File: config.mk
export PLATFORM = sky130hd
export DESIGN_NAME = jtag_dr_receiver
export DESIGN_NICKNAME = d
export VERILOG_FILES = /design/src/rtl/jtag_pkg.sv /design/src/rtl/jtag_dr_receiver.sv
export SDC_FILE = /design/constraint.sdc
export NUM_CORES = 1
export LEC_CHECK = 0
export CORE_ASPECT_RATIO = 1.1
export CORE_MARGIN = 2
export CORE_UTILIZATION = 61
export DETAILED_ROUTE_END_ITERATION = 10
export DONT_BUFFER_PORTS = 1
export GPL_TIMING_DRIVEN = 0
export HOLD_SLACK_MARGIN = 0.06
export PLACE_DENSITY = 0.82
export SLEW_MARGIN = 5
export SYNTH_ARGS = -nofsm -noshare
export SYNTH_HDL_FRONTEND = slang
export SYNTH_SLANG_ARGS = --single-unit
File: constraint.sdc
create_clock -name clk_tck -period 1.9 [get_ports clk_tck]
set_input_delay 0.475 -clock clk_tck [delete_from_list [all_inputs] [get_ports clk_tck]]
set_output_delay 0.475 -clock clk_tck [all_outputs]
set_load 0.01 [all_outputs]
File: src/rtl/jtag_pkg.sv
// Shared JTAG definitions used by the DR receiver and the TDO word transmitter.
package jtag_pkg;

  // Data register word width shared by both directions of the link.
  localparam int JTAG_WORD_WIDTH = 32;

  // Receiver frame state: waiting for the first shifted bit, or inside a frame.
  typedef enum logic [0:0] {
    RX_IDLE  = 1'b0,
    RX_SHIFT = 1'b1
  } rx_state_t;

  // Bits needed for a counter that must hold every value from 0 up to width.
  function automatic int countWidth(input int width);
    return $clog2(width + 1);
  endfunction

endpackage

File: src/rtl/jtag_dr_receiver.sv
// JTAG data register receiver: collects TDI bits MSB first during Shift-DR,
// checks the frame length on Update-DR and hands the word to the consumer
// over a valid/ready handshake.
module jtag_dr_receiver
  import jtag_pkg::*;
#(
  parameter int WIDTH = JTAG_WORD_WIDTH
) (
  input  logic             clk_tck,
  input  logic             reset,
  input  logic             shift_en,
  input  logic             update,
  input  logic             tdi,
  output logic [WIDTH-1:0] data_out,
  output logic             valid,
  input  logic             ready,
  output logic             overflow,
  output logic             short_frame,
  output logic             dropped
);

  localparam int CW = countWidth(WIDTH);
  localparam logic [CW-1:0] FULL_COUNT = CW'(WIDTH);

  rx_state_t        state_q, state_d;
  logic [WIDTH-1:0] shiftReg_q, shiftReg_d;
  logic [CW-1:0]    bitCnt_q, bitCnt_d;
  logic             ovf_q, ovf_d;
  logic [WIDTH-1:0] dataOut_q, dataOut_d;
  logic             valid_q, valid_d;
  logic             overflow_q, overflow_d;
  logic             shortFrame_q, shortFrame_d;
  logic             dropped_q, dropped_d;
  logic             loadWord;

  // Frame tracking, length check on close, and output slot handshake.
  always_comb begin
    state_d      = state_q;
    shiftReg_d   = shiftReg_q;
    bitCnt_d     = bitCnt_q;
    ovf_d        = ovf_q;
    dataOut_d    = dataOut_q;
    overflow_d   = overflow_q;
    shortFrame_d = 1'b0;
    dropped_d    = 1'b0;
    loadWord     = 1'b0;

    case (state_q)
      RX_IDLE: begin
        // update without any shifted bits is ignored; update also wins over shift_en.
        if (shift_en && !update) begin
          state_d    = RX_SHIFT;
          shiftReg_d = {shiftReg_q[WIDTH-2:0], tdi};
          bitCnt_d   = CW'(1);
          ovf_d      = 1'b0;
        end
      end
      RX_SHIFT: begin
        if (update) begin
          state_d  = RX_IDLE;
          bitCnt_d = '0;
          ovf_d    = 1'b0;
          if (bitCnt_q != FULL_COUNT) begin
            shortFrame_d = 1'b1;
          end else if (!valid_q || ready) begin
            loadWord   = 1'b1;
            dataOut_d  = shiftReg_q;
            overflow_d = ovf_q;
          end else begin
            dropped_d = 1'b1;
          end
        end else if (shift_en) begin
          shiftReg_d = {shiftReg_q[WIDTH-2:0], tdi};
          if (bitCnt_q == FULL_COUNT) begin
            ovf_d = 1'b1;
          end else begin
            bitCnt_d = bitCnt_q + CW'(1);
          end
        end
      end
      default: begin
        state_d = RX_IDLE;
      end
    endcase

    valid_d = valid_q;
    if (loadWord) begin
      valid_d = 1'b1;
    end else if (valid_q && ready) begin
      valid_d = 1'b0;
    end
  end

  // State and output registers with synchronous reset.
  always_ff @(posedge clk_tck) begin
    if (reset) begin
      state_q      <= RX_IDLE;
      shiftReg_q   <= '0;
      bitCnt_q     <= '0;
      ovf_q        <= 1'b0;
      dataOut_q    <= '0;
      valid_q      <= 1'b0;
      overflow_q   <= 1'b0;
      shortFrame_q <= 1'b0;
      dropped_q    <= 1'b0;
    end else begin
      state_q      <= state_d;
      shiftReg_q   <= shiftReg_d;
      bitCnt_q     <= bitCnt_d;
      ovf_q        <= ovf_d;
      dataOut_q    <= dataOut_d;
      valid_q      <= valid_d;
      overflow_q   <= overflow_d;
      shortFrame_q <= shortFrame_d;
      dropped_q    <= dropped_d;
    end
  end

  assign data_out    = dataOut_q;
  assign valid       = valid_q;
  assign overflow    = overflow_q;
  assign short_frame = shortFrame_q;
  assign dropped     = dropped_q;

endmodule

Word level (Yosys, flattened, before mapping)
Cells that the tools add are included.

Flip-flop bits (word level): 76. Input bits: 6. Logic and storage cells: 58.

Add/subtract/negate cells: 1. Eq/ne operators: 8. Mux-type cells: 25. Bitwise operators: 3. Reductions and logical operators: 12.

Operators with widths (number): two-way mux 32 bit (3); case mux 32 bit (2 select lines) (1); two-way mux 6 bit (4); two-way mux 1 bit (14); case mux 6 bit (2 select lines) (1); AND reduction 3 bit (3); adder 6 x 1 -> 6 bit, second input constant (1); equality test 6 bit, second input constant (1); inequality test 2 bit, second input constant (3); inequality test 3 bit, second input constant (2); inequality test 6 bit, second input constant (1); case mux 1 bit (2 select lines) (2); AND reduction 4 bit (1); OR reduction 4 bit (1); inequality test 3 x 2 -> 1 bit, second input constant (1); inverter 1 bit (3); OR reduction 3 bit (1); logical AND 1 bit (2); zero test 1 bit (2); nonzero test 2 bit (1); logical OR 1 bit (1).

Logic depth before layout (Yosys ltp)
Gate-level depths: netlist of the first run.

Word-level depth: 7. Gate-level depth with buffers: 8. Gate-level depth less buffers: 6.

Least setup slack after synthesis of the first run
No wires, ideal clock.

Kind: reg-to-reg. Start: register bitCnt_q[0]. End: register dataOut_q[28], in the netlist data_out[28]. Setup time: 0.132 ns. Arrival time: 1.439 ns. Data required time: 1.768 ns. Path slack: 0.329 ns. Cell stages (with the launch flop): 8. Buffers on the path: 1. Period minus slack after synthesis: 1.571 ns. Cell sequence: dfxtp_1 > inv_1 > ha_1 > nor2b_1 > nand4_1 > clkbuf_1 > nand2_1 > a21oi_2.

Word-level cells in the longest chain between the ends: 3.

RTL lines: from (decl) (line jtag_dr_receiver.sv:27) `logic [CW-1:0] bitCnt_q, bitCnt_d;`; from (signal assigned) (line jtag_dr_receiver.sv:109) `bitCnt_q <= bitCnt_d;`; inequality test 6 bit (line jtag_dr_receiver.sv:63) `if (bitCnt_q != FULL_COUNT) begin`; inverter 1 bit (no source line); AND reduction 4 bit (no source line); to (signal assigned) (line jtag_dr_receiver.sv:111) `dataOut_q <= dataOut_d;`; to (decl) (line jtag_dr_receiver.sv:29) `logic [WIDTH-1:0] dataOut_q, dataOut_d;`.

No other way between the ends. A chain may end at the register's enable or synchronous reset.

Final worst setup path of the first run
Start: register bitCnt_q[0]. End: register bitCnt_q[5].

Word-level cells in the longest chain between the ends: 5.

RTL lines: adder 6 x 1 -> 6 bit (line jtag_dr_receiver.sv:77) `bitCnt_d = bitCnt_q + CW'(1);`; two-way mux 6 bit (line jtag_dr_receiver.sv:74) `if (bitCnt_q == FULL_COUNT) begin`; two-way mux 6 bit (line jtag_dr_receiver.sv:72) `end else if (shift_en) begin`; two-way mux 6 bit (line jtag_dr_receiver.sv:59) `if (update) begin`; case mux 6 bit (2 select lines) (line jtag_dr_receiver.sv:48) `case (state_q)`.

Parallel ways exist; a longest one is shown, timed or not. The select of a mux whose other input is x is not followed.

==> results.toml, run 1 <==
[synth]
synth_most_common_cell = "nand2_1"
synth_top_area_share_pct = 53.4
synth_warnings = 0
yosysTopAreaCell = "dfxtp_1"
yosysSeqAreaShare_pct = 53.4
ys_types = 33
postSynthCellCount = 347
synth-seq-cells = 76
async_flop_share_pct = 0
synth_ff_type = "dfxtp_1"
syn_area_mm2 = 0.00285
synth_edf_count = 0
synth_fp_nets = 355
synth_area_per_cell_um2 = 8.21
ys_top_cells_by_count = "nand2_1 (136), dfxtp_1 (76), a21oi_1 (65), clkbuf_1 (17)"
synthTopCellsByArea = "dfxtp_1 (53%), nand2_1 (18%), a21oi_1 (11%), clkbuf_1 (2.2%), buf_12 (2.1%)"

[finish]
antenna_cells = 0
fin_util_pct = 68.1
layout-drive-gt1-share_pct = 8.82
final_cell_area_mm2 = 0.00312
final_nets = 367
syn_to_final_growth_pct = 9.57

[clocking]
cts_tree = "yes"
cts-root-buf = "clkbuf_8"
numCtsBuffers = 9
cts.reportedPaths.clkPinSlew_ns = 0.07
clk_path_buf_depth = 2
cts-htree-levels = 3
cts_hold_buf = 0
clk_latency_ns = 0.35
clkSinkCount = 76

[sta]
setup_viol = 0
hold_ws_ns = 0.199
relSlewSlack_pct = 66.2
clock_skew_ns = 0.00775
rsz0062_at_grt = "false"
hold_violations = 0
drv_slew = 0
period_minus_slack_ns = 1.67
final.setup.worst_slack_ns = 0.230
fmax_ghz = 0.599
tightest_slew_ns = 0.507
finalCritPeriodShare_pct = 87.9

[detailed_routing]
vias_per_cell = 5.51
drt-wirelength-per-cell_um = 13.0
antenna_left = 0
first_pass_iters = 4
vias = 2307
route.detailed.drc = 0
drt_iter0_markers = 142
postRouteWirelength_um = 5450

[floorplanning]
dieArea_mm2 = 0.00523
die_x_um = 69.2
die_h_um = 75.7
start_util_pct = 62.1
rows = 26
core_area_mm2 = 0.00459
ios = 42

[job]
drv_cap = 0

[global_route]
grt_max_degree = 13
gr-usage-all-layers_pct = 21.6
antenna_found_initial = 0
grt_pass1_wl_um = 8860
grt_pass1_vias = 1921
grt_overflow = 0

[critical_path]
worstSetupEndpointType = "flip-flop"
crit_family = "compound AO/OA/AOI/OAI gates"
slowest_stage = "dfxtp_1"
crit_start = "bitCnt_q[0]"
path_cells = "inv_1 > ha_1 > nor2b_2 > a31o_4 > and3_1 > o31a_1"
ff2ff_setup_slack_ns = 0.23
cp_data_required_time_ns = 2.14
critPathKind = "reg2reg"
crit_buf_inv = 1
reg2regPathDepth = 6
worstSetupStartpointType = "flip-flop"
r2r-end = "bitCnt_q[5]"
crit_arrival_ns = 1.91
worstSetupEndpoint = "bitCnt_q[5]"
critical_path.max_stage_delay_ns = 0.37
path_max_fanout = 7
reg2reg_from = "bitCnt_q[0]"
path_depth = 6

[placed_design]
place_ws_ns = -0.0305
port_buffers = 0
place_area_mm2 = 0.00292
hpwlAfterDp_um = 3820
gp_congestion = 0.880

[outcome]
outcome = "complete, no violations"

[pwr]
ir_drop_uv = 588
power_density_mw_per_mm2 = 921
leakagePower_nw = 1.01

[min_path]
hold_depth = 1
hold_class = "in2reg"
kinds of logic after synthesis:
group	after synthesis	synth area share (%)
adder cells (fa/ha/maj)	2	0.878
AO/OA/AOI/OAI	81	16.3
flip-flops	76	53.4
buffers and inverters	26	5.49
AND/OR/NAND/NOR	162	23.9
metal layers:
| metal | routed length (µm) | track usage (%) | vias up |
|---|---|---|---|
| met5 | 0 | 0 | - |
| met4 | 74 | 7.63 | 0 |
| met3 | 331 | 7.80 | 6 |
| met2 | 2650 | 36.8 | 54 |
| met1 | 2400 | 25.9 | 1075 |
| li1 | - | - | 1172 |
timing repair:
action                                  in CTS  in global routing
endpoints found under the setup margin      20                 20
endpoints found under the hold margin        0                  0
pin swaps                                    0                  1
gates resized for setup                      1                  4
setup buffers                                0                  1
cells in the final DEF (no fill, tap or decap), drive strengths merged:
| cell | instances |
|---|---|
| dfxtp | 76 |
| ha | 2 |
| nor2b | 3 |
| clkinv | 3 |
| o211a | 1 |
| a41oi | 1 |
| a32oi | 1 |
| and2 | 1 |
| a21oi | 69 |
| nand3 | 4 |
| buf | 7 |
| a31oi | 1 |
| nor4 | 2 |
| clkbuf | 27 |
| nand4 | 1 |
| nand3b | 4 |
| o31a | 1 |
| nor3b | 1 |
| o2bb2ai | 1 |
| bufinv | 1 |
| nand2b | 2 |
| o21ai | 2 |
| a31o | 1 |
| nor2 | 2 |
| and4 | 1 |
| nand2 | 136 |
| clkinvlp | 1 |
| and3 | 3 |
| inv | 3 |
| a22oi | 1 |
| a311oi | 2 |
| nor3 | 2 |
report_power, final:
part	total, mW	leakage [nW]	switching (mW)	internal, mW
sequential	1.60	0.612	0.00495	1.60
clock	1.19	0.0979	0.562	0.628
combinational	0.0847	0.302	0.0649	0.0198
registers in the layout, summed over array words and instances (netlist names):
register and cells:
shiftReg_q 32, bitCnt_q 6, short_frame 1, overflow 1, ovf_q 1, valid 1
state_q 1, dropped 1, data_out 32
how the worst min path moves through the flow:
stage	to	start
after floorplan	data_out[31]	shiftReg_q[31]
after global placement	shiftReg_q[31]	shiftReg_q[31]
after detailed placement	shiftReg_q[31]	shiftReg_q[31]
after CTS	state_q	update
after global routing	state_q	update
final	state_q	update
through the flow:
| step | TNS, ns | cells | total power [mW] |
|---|---|---|---|
| 2_1_floorplan | 0 | 347 | 1.70 |
| 3_3_place_gp | 0 | 403 | 1.72 |
| 3_5_place_dp | -0.291 | 403 | 1.72 |
| 4_1_cts | 0 | 418 | 2.89 |
| 5_1_grt | 0 | 419 | 2.95 |
| 6_report | 0 | 419 | 2.88 |
layout make-up:
type,instances,area [µm²]
plain buffers,23,148
clock buffers,10,138
clock inverters,5,52.6
fillers,378,1470
inverters,3,11.3
multi-input cells,245,1170
flip-flops and latches,76,1520
well taps,56,70.1
repair buffers,1,7.51
No activity file was read; power rests on OpenSTA's default activity.
==> run 2, diff against run 1 <==
--- a/config.mk
+++ b/config.mk
@@ -5,7 +5,6 @@
 export SDC_FILE = /design/constraint.sdc
 export NUM_CORES = 1
 export LEC_CHECK = 0
-export CORE_ASPECT_RATIO = 1.1
 export CORE_MARGIN = 2
 export CORE_UTILIZATION = 61
 export DETAILED_ROUTE_END_ITERATION = 10
==> results.toml, run 2 (synthesis results as in run 1) <==
[outcome]
outcome = "complete, no violations"

[global_route]
grt_pass1_wl_um = 9680
antenna_found_initial = 0
gr-usage-all-layers_pct = 24.0
grt_overflow = 0
grt_max_degree = 12
grt_pass1_vias = 2184

[floorplanning]
die_x_um = 72.3
ios = 42
die_h_um = 72.3
dieArea_mm2 = 0.00523
start_util_pct = 64.5
core_area_mm2 = 0.00441
rows = 24

[finish]
final_cell_area_mm2 = 0.00310
fill_cells = 370
regArea_mm2 = 0.00152
layout-drive-gt1-share_pct = 8.01
final_common_cell = "nand2_1"
layout_common_cells = "nand2_1 (136), dfxtp_1 (76), a21oi_1 (65)"
antenna_cells = 0
multi_input_area_mm2 = 0.00117
fin_util_pct = 70.2
syn_to_final_growth_pct = 8.74
final_nets = 367

[critical_path]
worstSetupEndpointType = "flip-flop"
ff2ff_setup_slack_ns = 0.21
cp_data_required_time_ns = 2.13
r2r-end = "bitCnt_q[5]"
crit_arrival_ns = 1.93
path_max_fanout = 7
worstSetupStartpointType = "flip-flop"
critPathKind = "reg2reg"
reg2reg_from = "bitCnt_q[0]"
reg2regPathDepth = 6

[pwr]
combPwrFrac_pct = 3.1
swShare_pct = 21.4
power_density_mw_per_mm2 = 906
switchingPower_mw = 0.601
seqPwrFrac_pct = 57.1
p_clk_share_pct = 39.8
p_int_mw = 2.21
total_power_mw = 2.81
leakagePower_nw = 1.00
ir_drop_uv = 445

[placed_design]
port_buffers = 0
hpwlAfterDp_um = 4030
gp_congestion = 0.853
place_area_mm2 = 0.00291

[sta]
hold_violations = 0
period_minus_slack_ns = 1.69
setup_viol = 0
tightest_slew_ns = 0.511
fin_setup_tns_ns = 0
relSlewSlack_pct = 65.9
finalCritPeriodShare_pct = 89.1
hold_ws_ns = 0.201
rsz0062_at_grt = "false"
fmax_ghz = 0.591
clock_skew_ns = 0.00526
drv_slew = 0

[clocking]
cts_tree = "yes"
numCtsBuffers = 9
clk_path_buf_depth = 2
cts_hold_buf = 0
cts-htree-levels = 3
clk_latency_ns = 0.34
cts.reportedPaths.clkPinSlew_ns = 0.07
cts-root-buf = "clkbuf_8"
clkSinkCount = 76

[detailed_routing]
postRouteWirelength_um = 5770
vias = 2303
drt_iter0_markers = 107
vias_per_cell = 5.56
first_pass_iters = 4
drt-wirelength-per-cell_um = 13.9
route.detailed.drc = 0
antenna_left = 0

[min_path]
hold_depth = 1
holdPathEnd = "state_q"
hold_class = "in2reg"
min_from = "update"

[job]
drv_cap = 0
[run 2: area by class of cell]
cell class | count | share of cell area (%)
flip-flops and latches | 76 | 49.1
multi-input cells | 245 | 37.9
plain buffers | 23 | 4.77
clock buffers | 11 | 4.24
well taps | 52 | 2.10
clock inverters | 3 | 1.29
inverters | 3 | 0.363
repair buffers | 1 | 0.242
[run 2: power by group through the flow]
stage                     combinational [mW]  clock, mW  sequential (mW)
after floorplan                       0.0626          0             1.64
after global placement                0.0838          0             1.64
after detailed placement              0.0850          0             1.64
after CTS                             0.0859       1.14             1.60
after global routing                  0.0957       1.21             1.60
final                                 0.0861       1.12             1.60
[run 2: how the worst max path moves through the flow]
| stage | startpoint | to | slack, ns |
|---|---|---|---|
| floorplan | bitCnt_q[0] | data_out[28] | 0.33 |
| global placement | bitCnt_q[0] | overflow | -0.01 |
| detailed placement | bitCnt_q[0] | data_out[29] | -0.04 |
| CTS | bitCnt_q[0] | data_out[29] | 0.06 |
| global route | bitCnt_q[0] | data_out[29] | 0.09 |
| finish | bitCnt_q[0] | bitCnt_q[5] | 0.21 |
[run 2: per-layer routing]
metal,global-route usage [%],wire length (µm),up-vias
met3,4.72,279,11
met5,0,0,-
met2,38.0,2770,58
met4,12.6,121,0
met1,31.0,2600,1071
li1,-,-,1163
[run 2: repair_timing]
action | CTS | global route
endpoints found under the setup margin | 20 | 22
pin swaps | 0 | 1
resized for setup | 1 | 4
buffers inserted | 0 | 1
[run 2: through the flow]
| stage | cells | setup WS, ns |
|---|---|---|
| after detailed placement | 399 | -0.0396 |
| after floorplan | 347 | 0.329 |
| final | 414 | 0.207 |
| after global routing | 414 | 0.0933 |
| after global placement | 399 | -0.0121 |
| after CTS | 413 | 0.0617 |
[run 2: worst max-delay path, cell delays in order (launching register included)]
cell	delay, ns
dfxtp_1	0.38
inv_1	0.08
ha_1	0.19
nor2b_2	0.19
a31o_4	0.27
and3_1	0.19
o31a_1	0.28
==> run 3, diff against run 2 <==
--- a/config.mk
+++ b/config.mk
@@ -10,7 +10,7 @@
 export DETAILED_ROUTE_END_ITERATION = 10
 export DONT_BUFFER_PORTS = 1
 export GPL_TIMING_DRIVEN = 0
-export HOLD_SLACK_MARGIN = 0.06
+export HOLD_SLACK_MARGIN = 0.03
 export PLACE_DENSITY = 0.82
 export SLEW_MARGIN = 5
 export SYNTH_ARGS = -nofsm -noshare
==> results of run 3 <==
No change in the layout: final DEF, timing and power equal those of run 2.
